==> src/rtl/multi_bbox_tracker_if.sv <==
// Pixel-side detect stream plus the CPU-bound message word stream.
// master = the side that drives pixels and accepts message words,
// slave  = the tracker itself.
interface multi_bbox_tracker_if #(
  parameter int NUM_CH = 4
);
  logic              pix_valid;
  logic              pix_sop;
  logic              pix_eop;
  logic              pix_is_video;
  logic [NUM_CH-1:0] det;
  logic [31:0]       msg_data;
  logic              msg_valid;
  logic              msg_ready;

  modport master (
    output pix_valid, pix_sop, pix_eop, pix_is_video, det, msg_ready,
    input  msg_data, msg_valid
  );

  modport slave (
    input  pix_valid, pix_sop, pix_eop, pix_is_video, det, msg_ready,
    output msg_data, msg_valid
  );
endinterface

==> src/rtl/multi_bbox_tracker.sv <==
// Per-channel bounding box / pixel count tracker.
// Accumulates min/max coordinates and counts per detect channel over the ROI,
// latches overlay boxes at each video end of frame and periodically sends a
// snapshot of all channels as a framed word message.
//
// state  | meaning
// IDLE   | no message in flight, snapshot may be taken
// HDR    | presenting the header word
// CH_A   | presenting {vld, ch, x_min, y_min} for channel ch_q
// CH_B   | presenting {ch, x_max, y_max} for channel ch_q
// CH_C   | presenting the pixel count for channel ch_q
module multi_bbox_tracker #(
  parameter int          NUM_CH       = 4,
  parameter int          IMAGE_W      = 640,
  parameter int          IMAGE_H      = 480,
  parameter int          ROI_Y_MIN    = 0,
  parameter int          ROI_Y_MAX    = 239,
  parameter int          MSG_INTERVAL = 6,
  parameter int          MIN_PIX      = 16,
  parameter logic [7:0]  MSG_ID       = 8'hB0
) (
  input  logic                    clk,
  input  logic                    reset,
  multi_bbox_tracker_if.slave     strm,
  output logic [NUM_CH*11-1:0]    bb_left,
  output logic [NUM_CH*11-1:0]    bb_right,
  output logic [NUM_CH*11-1:0]    bb_top,
  output logic [NUM_CH*11-1:0]    bb_bottom,
  output logic [15:0]             frame_seq
);

  localparam logic [10:0] X_LAST     = 11'(IMAGE_W - 1);
  localparam logic [10:0] Y_LAST     = 11'(IMAGE_H - 1);
  localparam logic [15:0] INT_RELOAD = 16'(MSG_INTERVAL - 1);

  typedef enum logic [2:0] {IDLE, HDR, CH_A, CH_B, CH_C} state_t;

  logic [10:0] x_q, y_q;
  logic        in_video_q;

  logic [10:0] min_x_q [NUM_CH];
  logic [10:0] min_y_q [NUM_CH];
  logic [10:0] max_x_q [NUM_CH];
  logic [10:0] max_y_q [NUM_CH];
  logic [15:0] cnt_q   [NUM_CH];
  logic [10:0] min_x_d [NUM_CH];
  logic [10:0] min_y_d [NUM_CH];
  logic [10:0] max_x_d [NUM_CH];
  logic [10:0] max_y_d [NUM_CH];
  logic [15:0] cnt_d   [NUM_CH];

  logic [10:0] bb_l_q [NUM_CH];
  logic [10:0] bb_r_q [NUM_CH];
  logic [10:0] bb_t_q [NUM_CH];
  logic [10:0] bb_b_q [NUM_CH];

  logic [10:0] snap_min_x_q [NUM_CH];
  logic [10:0] snap_min_y_q [NUM_CH];
  logic [10:0] snap_max_x_q [NUM_CH];
  logic [10:0] snap_max_y_q [NUM_CH];
  logic [15:0] snap_cnt_q   [NUM_CH];

  logic [15:0] frame_seq_q, frame_seq_d;
  logic [15:0] int_q;
  state_t      state_q;
  logic [3:0]  ch_q, ch_d;
  logic [31:0] msg_data_q;
  logic        msg_valid_q;

  logic        sop_beat, pix_beat, frame_end, in_roi, snap_start, fire;
  logic [31:0] word_a, word_b, word_c, word_hdr;

  assign sop_beat    = strm.pix_valid & strm.pix_sop;
  assign pix_beat    = strm.pix_valid & ~strm.pix_sop & in_video_q;
  assign frame_end   = pix_beat & strm.pix_eop;
  assign in_roi      = (int'(y_q) >= ROI_Y_MIN) && (int'(y_q) <= ROI_Y_MAX);
  assign frame_seq_d = frame_seq_q + 16'd1;
  assign snap_start  = frame_end && (int_q == 16'd0) && (state_q == IDLE);
  assign fire        = msg_valid_q & strm.msg_ready;
  assign word_hdr    = {MSG_ID, 4'b0, 4'(NUM_CH), frame_seq_d};

  // Pixel coordinate tracking; a sop always restarts at (0,0).
  always_ff @(posedge clk or posedge reset) begin
    if (reset) begin
      x_q        <= '0;
      y_q        <= '0;
      in_video_q <= 1'b0;
    end else if (sop_beat) begin
      x_q        <= '0;
      y_q        <= '0;
      in_video_q <= strm.pix_is_video;
    end else if (pix_beat) begin
      if (x_q == X_LAST) begin
        x_q <= '0;
        if (y_q != Y_LAST) y_q <= y_q + 11'd1;
      end else begin
        x_q <= x_q + 11'd1;
      end
    end
  end

  // Next-state accumulators, so the eop pixel is part of what gets latched.
  always_comb begin
    for (int c = 0; c < NUM_CH; c++) begin
      min_x_d[c] = min_x_q[c];
      min_y_d[c] = min_y_q[c];
      max_x_d[c] = max_x_q[c];
      max_y_d[c] = max_y_q[c];
      cnt_d[c]   = cnt_q[c];
      if (sop_beat) begin
        min_x_d[c] = X_LAST;
        min_y_d[c] = Y_LAST;
        max_x_d[c] = '0;
        max_y_d[c] = '0;
        cnt_d[c]   = '0;
      end else if (pix_beat && in_roi && strm.det[c]) begin
        if (x_q < min_x_q[c]) min_x_d[c] = x_q;
        if (y_q < min_y_q[c]) min_y_d[c] = y_q;
        if (x_q > max_x_q[c]) max_x_d[c] = x_q;
        if (y_q > max_y_q[c]) max_y_d[c] = y_q;
        if (cnt_q[c] != 16'hFFFF) cnt_d[c] = cnt_q[c] + 16'd1;
      end
    end
  end

  // Accumulator registers.
  always_ff @(posedge clk or posedge reset) begin
    if (reset) begin
      for (int c = 0; c < NUM_CH; c++) begin
        min_x_q[c] <= X_LAST;
        min_y_q[c] <= Y_LAST;
        max_x_q[c] <= '0;
        max_y_q[c] <= '0;
        cnt_q[c]   <= '0;
      end
    end else begin
      for (int c = 0; c < NUM_CH; c++) begin
        min_x_q[c] <= min_x_d[c];
        min_y_q[c] <= min_y_d[c];
        max_x_q[c] <= max_x_d[c];
        max_y_q[c] <= max_y_d[c];
        cnt_q[c]   <= cnt_d[c];
      end
    end
  end

  // End-of-frame bookkeeping: overlay latch, frame counter, interval and snapshot.
  always_ff @(posedge clk or posedge reset) begin
    if (reset) begin
      frame_seq_q <= '0;
      int_q       <= '0;
      for (int c = 0; c < NUM_CH; c++) begin
        bb_l_q[c]       <= '0;
        bb_r_q[c]       <= '0;
        bb_t_q[c]       <= '0;
        bb_b_q[c]       <= '0;
        snap_min_x_q[c] <= '0;
        snap_min_y_q[c] <= '0;
        snap_max_x_q[c] <= '0;
        snap_max_y_q[c] <= '0;
        snap_cnt_q[c]   <= '0;
      end
    end else if (frame_end) begin
      frame_seq_q <= frame_seq_d;
      for (int c = 0; c < NUM_CH; c++) begin
        bb_l_q[c] <= min_x_d[c];
        bb_r_q[c] <= max_x_d[c];
        bb_t_q[c] <= min_y_d[c];
        bb_b_q[c] <= max_y_d[c];
      end
      if (snap_start) begin
        int_q <= INT_RELOAD;
        for (int c = 0; c < NUM_CH; c++) begin
          snap_min_x_q[c] <= min_x_d[c];
          snap_min_y_q[c] <= min_y_d[c];
          snap_max_x_q[c] <= max_x_d[c];
          snap_max_y_q[c] <= max_y_d[c];
          snap_cnt_q[c]   <= cnt_d[c];
        end
      end else if (int_q != 16'd0) begin
        int_q <= int_q - 16'd1;
      end
    end
  end

  // Selects the channel words for the channel the FSM moves to next.
  always_comb begin
    ch_d   = (state_q == CH_C) ? ch_q + 4'd1 : ((state_q == HDR) ? 4'd0 : ch_q);
    word_a = '0;
    word_b = '0;
    word_c = '0;
    for (int c = 0; c < NUM_CH; c++) begin
      if (ch_d == 4'(c)) begin
        word_a = {(int'(snap_cnt_q[c]) >= MIN_PIX), 4'(c), 5'b0,
                  snap_min_x_q[c], snap_min_y_q[c]};
        word_b = {4'(c), 6'b0, snap_max_x_q[c], snap_max_y_q[c]};
        word_c = {16'b0, snap_cnt_q[c]};
      end
    end
  end

  // Message FSM with registered word/valid; holds while the sink stalls.
  always_ff @(posedge clk or posedge reset) begin
    if (reset) begin
      state_q     <= IDLE;
      ch_q        <= '0;
      msg_data_q  <= '0;
      msg_valid_q <= 1'b0;
    end else begin
      case (state_q)
        IDLE: if (snap_start) begin
          state_q     <= HDR;
          msg_data_q  <= word_hdr;
          msg_valid_q <= 1'b1;
        end
        HDR: if (fire) begin
          state_q    <= CH_A;
          ch_q       <= ch_d;
          msg_data_q <= word_a;
        end
        CH_A: if (fire) begin
          state_q    <= CH_B;
          msg_data_q <= word_b;
        end
        CH_B: if (fire) begin
          state_q    <= CH_C;
          msg_data_q <= word_c;
        end
        CH_C: if (fire) begin
          if (ch_q == 4'(NUM_CH - 1)) begin
            state_q     <= IDLE;
            msg_data_q  <= '0;
            msg_valid_q <= 1'b0;
          end else begin
            state_q    <= CH_A;
            ch_q       <= ch_d;
            msg_data_q <= word_a;
          end
        end
        default: begin
          state_q     <= IDLE;
          msg_valid_q <= 1'b0;
        end
      endcase
    end
  end

  assign strm.msg_data  = msg_data_q;
  assign strm.msg_valid = msg_valid_q;
  assign frame_seq      = frame_seq_q;

  for (genvar g = 0; g < NUM_CH; g++) begin : g_pack
    assign bb_left[11*g +: 11]   = bb_l_q[g];
    assign bb_right[11*g +: 11]  = bb_r_q[g];
    assign bb_top[11*g +: 11]    = bb_t_q[g];
    assign bb_bottom[11*g +: 11] = bb_b_q[g];
  end

endmodule

==> src/flat_wrapper.sv <==
// flat-port wrapper written by rule: the top's interface ports become plain ports
module multi_bbox_tracker_flat 
#(
  parameter int          NUM_CH       = 4,
  parameter int          IMAGE_W      = 640,
  parameter int          IMAGE_H      = 480,
  parameter int          ROI_Y_MIN    = 0,
  parameter int          ROI_Y_MAX    = 239,
  parameter int          MSG_INTERVAL = 6,
  parameter int          MIN_PIX      = 16,
  parameter logic [7:0]  MSG_ID       = 8'hB0
)
  (clk, reset, bb_left, bb_right, bb_top, bb_bottom, frame_seq, strm_pix_valid, strm_pix_sop, strm_pix_eop, strm_pix_is_video, strm_det, strm_msg_ready, strm_msg_data, strm_msg_valid);
  multi_bbox_tracker_if #(.NUM_CH(NUM_CH)) strm_i ();
  input  logic clk;
  input  logic reset;
  output logic [NUM_CH*11-1:0] bb_left;
  output logic [NUM_CH*11-1:0] bb_right;
  output logic [NUM_CH*11-1:0] bb_top;
  output logic [NUM_CH*11-1:0] bb_bottom;
  output logic [15:0] frame_seq;
  input wire logic [$bits(strm_i.pix_valid)-1:0] strm_pix_valid;
  input wire logic [$bits(strm_i.pix_sop)-1:0] strm_pix_sop;
  input wire logic [$bits(strm_i.pix_eop)-1:0] strm_pix_eop;
  input wire logic [$bits(strm_i.pix_is_video)-1:0] strm_pix_is_video;
  input wire logic [$bits(strm_i.det)-1:0] strm_det;
  input wire logic [$bits(strm_i.msg_ready)-1:0] strm_msg_ready;
  output wire logic [$bits(strm_i.msg_data)-1:0] strm_msg_data;
  output wire logic [$bits(strm_i.msg_valid)-1:0] strm_msg_valid;
  assign strm_i.pix_valid = strm_pix_valid;
  assign strm_i.pix_sop = strm_pix_sop;
  assign strm_i.pix_eop = strm_pix_eop;
  assign strm_i.pix_is_video = strm_pix_is_video;
  assign strm_i.det = strm_det;
  assign strm_i.msg_ready = strm_msg_ready;
  assign strm_msg_data = strm_i.msg_data;
  assign strm_msg_valid = strm_i.msg_valid;
  multi_bbox_tracker #(.NUM_CH(NUM_CH), .IMAGE_W(IMAGE_W), .IMAGE_H(IMAGE_H), .ROI_Y_MIN(ROI_Y_MIN), .ROI_Y_MAX(ROI_Y_MAX), .MSG_INTERVAL(MSG_INTERVAL), .MIN_PIX(MIN_PIX), .MSG_ID(MSG_ID)) u_core (.clk(clk), .reset(reset), .strm(strm_i), .bb_left(bb_left), .bb_right(bb_right), .bb_top(bb_top), .bb_bottom(bb_bottom), .frame_seq(frame_seq));
endmodule
==> config.mk <==
export PLATFORM = sky130hd
export DESIGN_NAME = multi_bbox_tracker_flat
export DESIGN_NICKNAME = d
export VERILOG_FILES = /design/src/rtl/multi_bbox_tracker_if.sv /design/src/rtl/multi_bbox_tracker.sv /design/src/flat_wrapper.sv
export SDC_FILE = /design/constraint.sdc
export NUM_CORES = 2
export LEC_CHECK = 0
export BUFFER_PORTS_ARGS = -buffer_cell sky130_fd_sc_hd__buf_2
export CORE_MARGIN = 3
export CORE_UTILIZATION = 40
export CTS_CLUSTER_DIAMETER = 40
export DETAILED_ROUTE_END_ITERATION = 12
export MAX_ROUTING_LAYER = met4
export PLACE_DENSITY = 0.61
export SLEW_MARGIN = 30
export SYNTH_ARGS = -nofsm -noshare
export SYNTH_HDL_FRONTEND = slang
export SYNTH_SLANG_ARGS = --single-unit
==> constraint.sdc <==
create_clock -name clk -period 22.8 [get_ports clk]
set_input_delay 3.42 -clock clk [delete_from_list [all_inputs] [get_ports clk]]
set_output_delay 3.42 -clock clk [all_outputs]
set_load 0.01 [all_outputs]
## Word level (Yosys, flattened, before mapping)

Cells that the tools add are included.

| storage, ports and cells | value |
|---|---|
| bits in registers | 751 |
| word-level logic and storage cells | 253 |

| cells by class | value |
|---|---|
| reduce and logical (&&, ||, !) cells | 25 |
| $lt $le $gt $ge | 21 |
| bitwise gates (word level) | 7 |
| equality and inequality tests | 21 |
| add/subtract/negate cells | 9 |
| multiplexer cells | 105 |

Operator list:

| kind | number |
|---|---|
| $mux 11 | 55 |
| $mux 32 | 10 |
| $mux 16 | 18 |
| $pmux 32 s5 | 1 |
| $gt 11x11->1 | 8 |
| $lt 11x11->1 | 8 |
| $add 16x1->16 const B | 5 |
| $ge 16x5->1 const B | 4 |
| $ne 16x16->1 const B | 4 |
| $mux 30 | 2 |
| $mux 29 | 1 |
| $add 11x1->11 const B | 2 |
| $mux 22 | 1 |
| $mux 4 | 5 |
| $logic_not 16->1 | 1 |
| $reduce_bool 16->1 | 1 |
| $sub 16x1->16 const B | 1 |
| $mux 3 | 5 |
| $pmux 3 s5 | 1 |
| $eq 4x2->1 const B | 3 |
| $eq 11x10->1 const B | 1 |
| $le 11x8->1 const B | 1 |
| $ne 11x9->1 const B | 1 |
| $ne 2x1->1 const B | 5 |
| other kinds (23) | 44 |

## Logic depth before layout (Yosys ltp)

| logic depth | value |
|---|---|
| depth after elaboration | 11 |
| gate-level depth with buffers | 12 |
| depth with buffers taken out | 9 |

## Worst setup path after synthesis

No wires, ideal clock.

| path | value |
|---|---|
| path type | input to register |
| start point | input port strm_pix_sop |
| end point | register u_core.snap_min_x_q[29] in the netlist's numbering |
| library setup time | 0.137 ns |
| path slack | 17.401 ns |
| required time | 22.663 ns |
| cell stages on the path | 9 |
| data arrival time | 5.262 ns |
| cells stage by stage | buf_2 -> and3b_2 -> nor4b_4 -> o21a_1 -> nand3_1 -> a311o_1 -> buf_6 -> mux2i_1 -> a21oi_1 |

| between the ends | value |
|---|---|
| longest elaborated chain between the ends | 7 |

RTL lines:

| element | RTL line | source |
|---|---|---|
| start: declaration | flat_wrapper.sv:23 | `input wire logic [$bits(strm_i.pix_sop)-1:0] strm_pix_sop;` |
| $not 1->1 | multi_bbox_tracker.sv:74 | `assign pix_beat = strm.pix_valid & ~strm.pix_sop & in_video_q;` |
| $and 1x1->1 (2 in series) | multi_bbox_tracker.sv:74 |  |
| $logic_and 1x1->1 / $and 1x1->1 (equally long branches) | multi_bbox_tracker.sv:116, multi_bbox_tracker.sv:75 |  |
| $logic_and 1x1->1, on equally long branches | multi_bbox_tracker.sv:116, multi_bbox_tracker.sv:78 |  |
| $mux 11 / $logic_and 1x1->1 (equally long branches) | multi_bbox_tracker.sv:116, multi_bbox_tracker.sv:78 |  |
| $mux 11 / $reduce_and 2->1 (equally long branches) | -- |  |
| end signal: indexed assignment | multi_bbox_tracker.sv:174 | `snap_min_x_q[c] <= min_x_d[c];` |
| end: declaration | multi_bbox_tracker.sv:57 | `logic [10:0] snap_min_x_q [NUM_CH];` |

Parallel ways exist; a longest one is shown, timed or not.
A chain may end at the register's enable or synchronous reset.

## Final worst setup path

| path | value |
|---|---|
| start point | input port strm_pix_sop |
| end point | register u_core.msg_data_q[0] (netlist: u_core.strm.msg_data[0]) |

| between the ends | value |
|---|---|
| longest elaborated chain between the ends | 8 |

RTL lines:

| element | RTL line | source |
|---|---|---|
| $not 1->1 | multi_bbox_tracker.sv:74 |  |
| $and 1x1->1 (2 in series) | multi_bbox_tracker.sv:74 |  |
| $and 1x1->1 | multi_bbox_tracker.sv:75 | `assign frame_end = pix_beat & strm.pix_eop;` |
| $logic_and 1x1->1 (2 in series) | multi_bbox_tracker.sv:78 | `assign snap_start = frame_end && (int_q == 16'd0) && (state_q == IDLE);` |
| $ne 2x1->1 (no source line) | -- |  |
| $reduce_and 6->1 (no source line) | -- |  |
| end signal: assignment | multi_bbox_tracker.sv:213 | `msg_data_q <= word_hdr;` |
| end signal: assignment | multi_bbox_tracker.sv:219 | `msg_data_q <= word_a;` |
| end signal: assignment | multi_bbox_tracker.sv:223 | `msg_data_q <= word_b;` |
| end: declaration | multi_bbox_tracker.sv:67 | `logic [31:0] msg_data_q;` |

No other way between the ends.

==> results.sh <==
export IMPL_outcome="finished, final reports clean"
export IMPL_path_clk_slew_ps=60
export IMPL_cts_sinks=745
export IMPL_via_per_inst=5.43
export IMPL_hp_class="reg -> reg"
export IMPL_seq_power_share_pct=39.0
export IMPL_cts_buffers=115
export IMPL_dp_final_hpwl_um=73400
export IMPL_start_util_pct=40.7
export IMPL_pwr_share_comb_pct=16.3
export IMPL_cp_num_buf_inv=3
export IMPL_drc=0
export IMPL_core_sq_um=87600
export IMPL_fp_dieH_um=304
export IMPL_crit_family="buffers and inverters"
export IMPL_cts_resized=0
export IMPL_power_internal_mw=2.95
export IMPL_max_freq_ghz=0.168
export IMPL_pre_cts_slack_ps=15760
export IMPL_path_max_fanout=202
export IMPL_start_kind="input pin"
export IMPL_gp_congestion=0.871
export IMPL_critPathKind="in -> reg"
export IMPL_p_clk_share_pct=44.7
export IMPL_tritoncts="yes"
export IMPL_power_density_nw_per_um2=100
export IMPL_hold_viol=0
export IMPL_grt_pass1_wl_um=167000
export IMPL_path_cells="buf_2, and3b_2, nand2_8, nor3_2, buf_12, buf_6, nor3_1, a21oi_1, o21a_1"
export IMPL_worst_pin_slew_ps=1040
export IMPL_insertion_delay_ps=690
export IMPL_io_buffer_count=229
export IMPL_final_util_pct=48.1
export IMPL_dr_pass1_iters=5
export IMPL_maxSlewHeadroom_pct=30.7
export IMPL_rsz0062_at_grt="no"
export IMPL_maxCapViolCount=0
export IMPL_drive_above_1_share_pct=15.1
export IMPL_synth_seq_cells=745
export IMPL_setup_ws_ps=16840
export IMPL_syn_cell_area_sq_um=35600
export IMPL_gr_total_overflow=0
export IMPL_fillers=8264
export IMPL_cp_end_kind="register"
export IMPL_clk_path_buf_depth=3
export IMPL_tns_ps=0
export IMPL_htreeDepth=3
export IMPL_synth_warnings=0
export IMPL_cp_slowest_cell="buf_6"
export IMPL_die_x_um=304
export IMPL_postSynthAreaPerCell_sq_um=9.60
export IMPL_grt_antenna_before_repair=2
export IMPL_max_stage_delay_ps=600
export IMPL_crit_required_ps=23430
export IMPL_grt_pass1_vias=26970
export IMPL_swShare_pct=30.1
export IMPL_dieArea_sq_um=92700
export IMPL_clockRootBuffer="clkbuf_16"
export IMPL_drt_iter0_drc=2567
export IMPL_timing_final_crit_share_pct=26.1
export IMPL_grt_max_degree=203
export IMPL_num_rows=108
export IMPL_cts_setup_buffers=0
export IMPL_io_pins=236
export IMPL_p_switching_mw=1.27
export IMPL_grt_use_total_pct=23.5
export IMPL_period_needed_ps=5960
export IMPL_synth_ff_type="dfrtp_1"
export IMPL_synth_edf_count=0
export IMPL_ant_nets=0
export IMPL_finalSetupViolations=0
export IMPL_synth_distinct_cells=74
export IMPL_finClkSkew_ps=53.5
export IMPL_postCtsHoldBufs=0
export IMPL_routed_wl_um=108000
export IMPL_fin_nets=4080
export IMPL_seq_area_frac_synth_pct=52.5
export IMPL_slew_viol_final=0
export IMPL_area_growth_pct=18.1
export IMPL_critPathArrivalTime_ps=6580
export IMPL_async_reset_ff_share_pct=100
export IMPL_wire_per_inst_um=20.9
export IMPL_num_vias=27950
export IMPL_leakage_nw=20.9
export IMPL_synth_cells=3712
export IMPL_vdd_ir_drop_max_mv=0.0862
-- cells in the final DEF, fill, tap and decap left out, drive strengths merged, types with 34 or more instances in the layout --
cell type,n
a21oi,361
a31oi,77
buf,288
clkbuf,133
dfrtp,681
dfstp,64
ha,177
inv,224
mux2i,173
nand2,398
nand3,93
nand4,42
nor2,548
nor3,34
o21ai,190
o221ai,36
o31ai,43
xnor2,42
xor2,51
-- cell type report --
class	count	area [sq um]	area share, %
Clock inverter	85	1170	2.77
Sequential cell	745	18700	44.5
Tap cell	1155	1450	3.43
Inverter	202	762	1.81
Timing Repair Buffer	288	1690	4.01
Antenna cell	1	2.50	0.00594
Multi-Input combinational cell	2540	15300	36.3
Clock buffer	133	3040	7.21
-- worst paths after layout --
path / slack (ps) / depth (start not counted) / from / endpoint
setup / recovery: 16840 / 9 / strm_pix_sop / u_core.strm.msg_data[0]
hold / removal: 470 / 2 / u_core.bb_bottom[31] / u_core.bb_bottom[31]
setup reg to reg: 18930 / 9 / u_core.ch_q[0] / u_core.strm.msg_data[3]
hold reg to reg: 470 / 2 / u_core.bb_bottom[31] / u_core.bb_bottom[31]
max in group asynchronous: 17690 / 6 / reset / u_core.int_q[15]
min in group asynchronous: 2930 / 3 / reset / u_core.bb_top[19]
-- synth_stat cells (12+ instances only) --
master / count / area share, %
dfrtp_1: 681 / 48
nor2_1: 548 / 5.8
nand2_1: 398 / 4.2
a21oi_1: 361 / 5.1
inv_1: 202 / 2.1
o21ai_0: 178 / 2.5
ha_1: 177 / 6.2
mux2i_1: 173 / 4.9
clkbuf_1: 154 / 1.6
nand3_1: 92 / 1.3
a31oi_1: 76 / 1.3
dfstp_2: 64 / 4.7
buf_2: 58 / 0.81
xor2_1: 51 / 1.3
o31ai_1: 43 / 0.91
nand4_1: 42 / 0.74
xnor2_1: 42 / 1.0
o221ai_1: 36 / 0.88
nor3_1: 34 / 0.48
and3_1: 24 / 0.42
a21o_1: 23 / 0.48
nor2b_1: 23 / 0.40
nor4_1: 21 / 0.37
and4_1: 17 / 0.42
nand2b_1: 16 / 0.28
and2_1: 14 / 0.25
o211ai_1: 12 / 0.25
o21ai_1: 12 / 0.17
-- routing by layer --
layer | wire, um | global-route usage, % | up-vias | part of all wire, %
li1 | - | - | 13191 | -
met5 | 0 | - | - | 0
met4 | 2170 | 5.18 | 0 | 2.0
met2 | 50200 | 36.6 | 805 | 47
met1 | 48800 | 32.5 | 13799 | 45
met3 | 6480 | 3.92 | 155 | 6.0
-- power by group through the flow --
stage	clock (mW)	combinational [mW]	sequential, mW
floorplan	0	0.374	1.67
finish	1.89	0.686	1.65
detailed placement	0	0.688	1.66
global placement	0	0.676	1.66
global route	1.98	0.761	1.67
CTS	1.92	0.692	1.64
-- through the flow --
step | instances | hold WS (ps) | instance area, sq um | power, mW
2_1_floorplan | 3717 | 444 | 35700 | 2.05
3_3_place_gp | 4927 | 456 | 37800 | 2.34
3_5_place_dp | 4929 | 465 | 37800 | 2.35
4_1_cts | 5147 | 477 | 42000 | 4.25
5_1_grt | 5148 | 495 | 42100 | 4.41
6_report | 5149 | 475 | 42100 | 4.22
-- cells by family after synthesis --
logic type	after synthesis	synth area share [%]
XOR/XNOR	93	2.29
multiplexers	181	5.11
other	1	0.0105
buffers and inverters	432	4.91
AND/OR/NAND/NOR	1263	15.4
AO/OA/AOI/OAI	820	13.5
flip-flops	745	52.5
adder cells (fa/ha/maj)	177	6.22
-- flip-flops by register name, summed over array words and instances, names as in the netlist, 4 cells and up --
| signal | cells |
|---|---|
| u_core.bb_bottom | 44 |
| u_core.bb_left | 44 |
| u_core.bb_right | 44 |
| u_core.bb_top | 44 |
| u_core.ch_q | 4 |
| u_core.cnt_q | 64 |
| u_core.frame_seq | 16 |
| u_core.int_q | 16 |
| u_core.max_x_q | 44 |
| u_core.max_y_q | 44 |
| u_core.min_x_q | 44 |
| u_core.min_y_q | 44 |
| u_core.snap_cnt_q | 64 |
| u_core.snap_max_x_q | 44 |
| u_core.snap_max_y_q | 44 |
| u_core.snap_min_x_q | 44 |
| u_core.snap_min_y_q | 44 |
| u_core.strm.msg_data | 26 |
| u_core.x_q | 11 |
| u_core.y_q | 11 |
-- tightest hold or removal path, cell delays in order, from the launching register on --
cell     delay, ps
dfrtp_1        340
nand2_1         50
o21ai_0         60
Power figures use the tool's default switching activity.
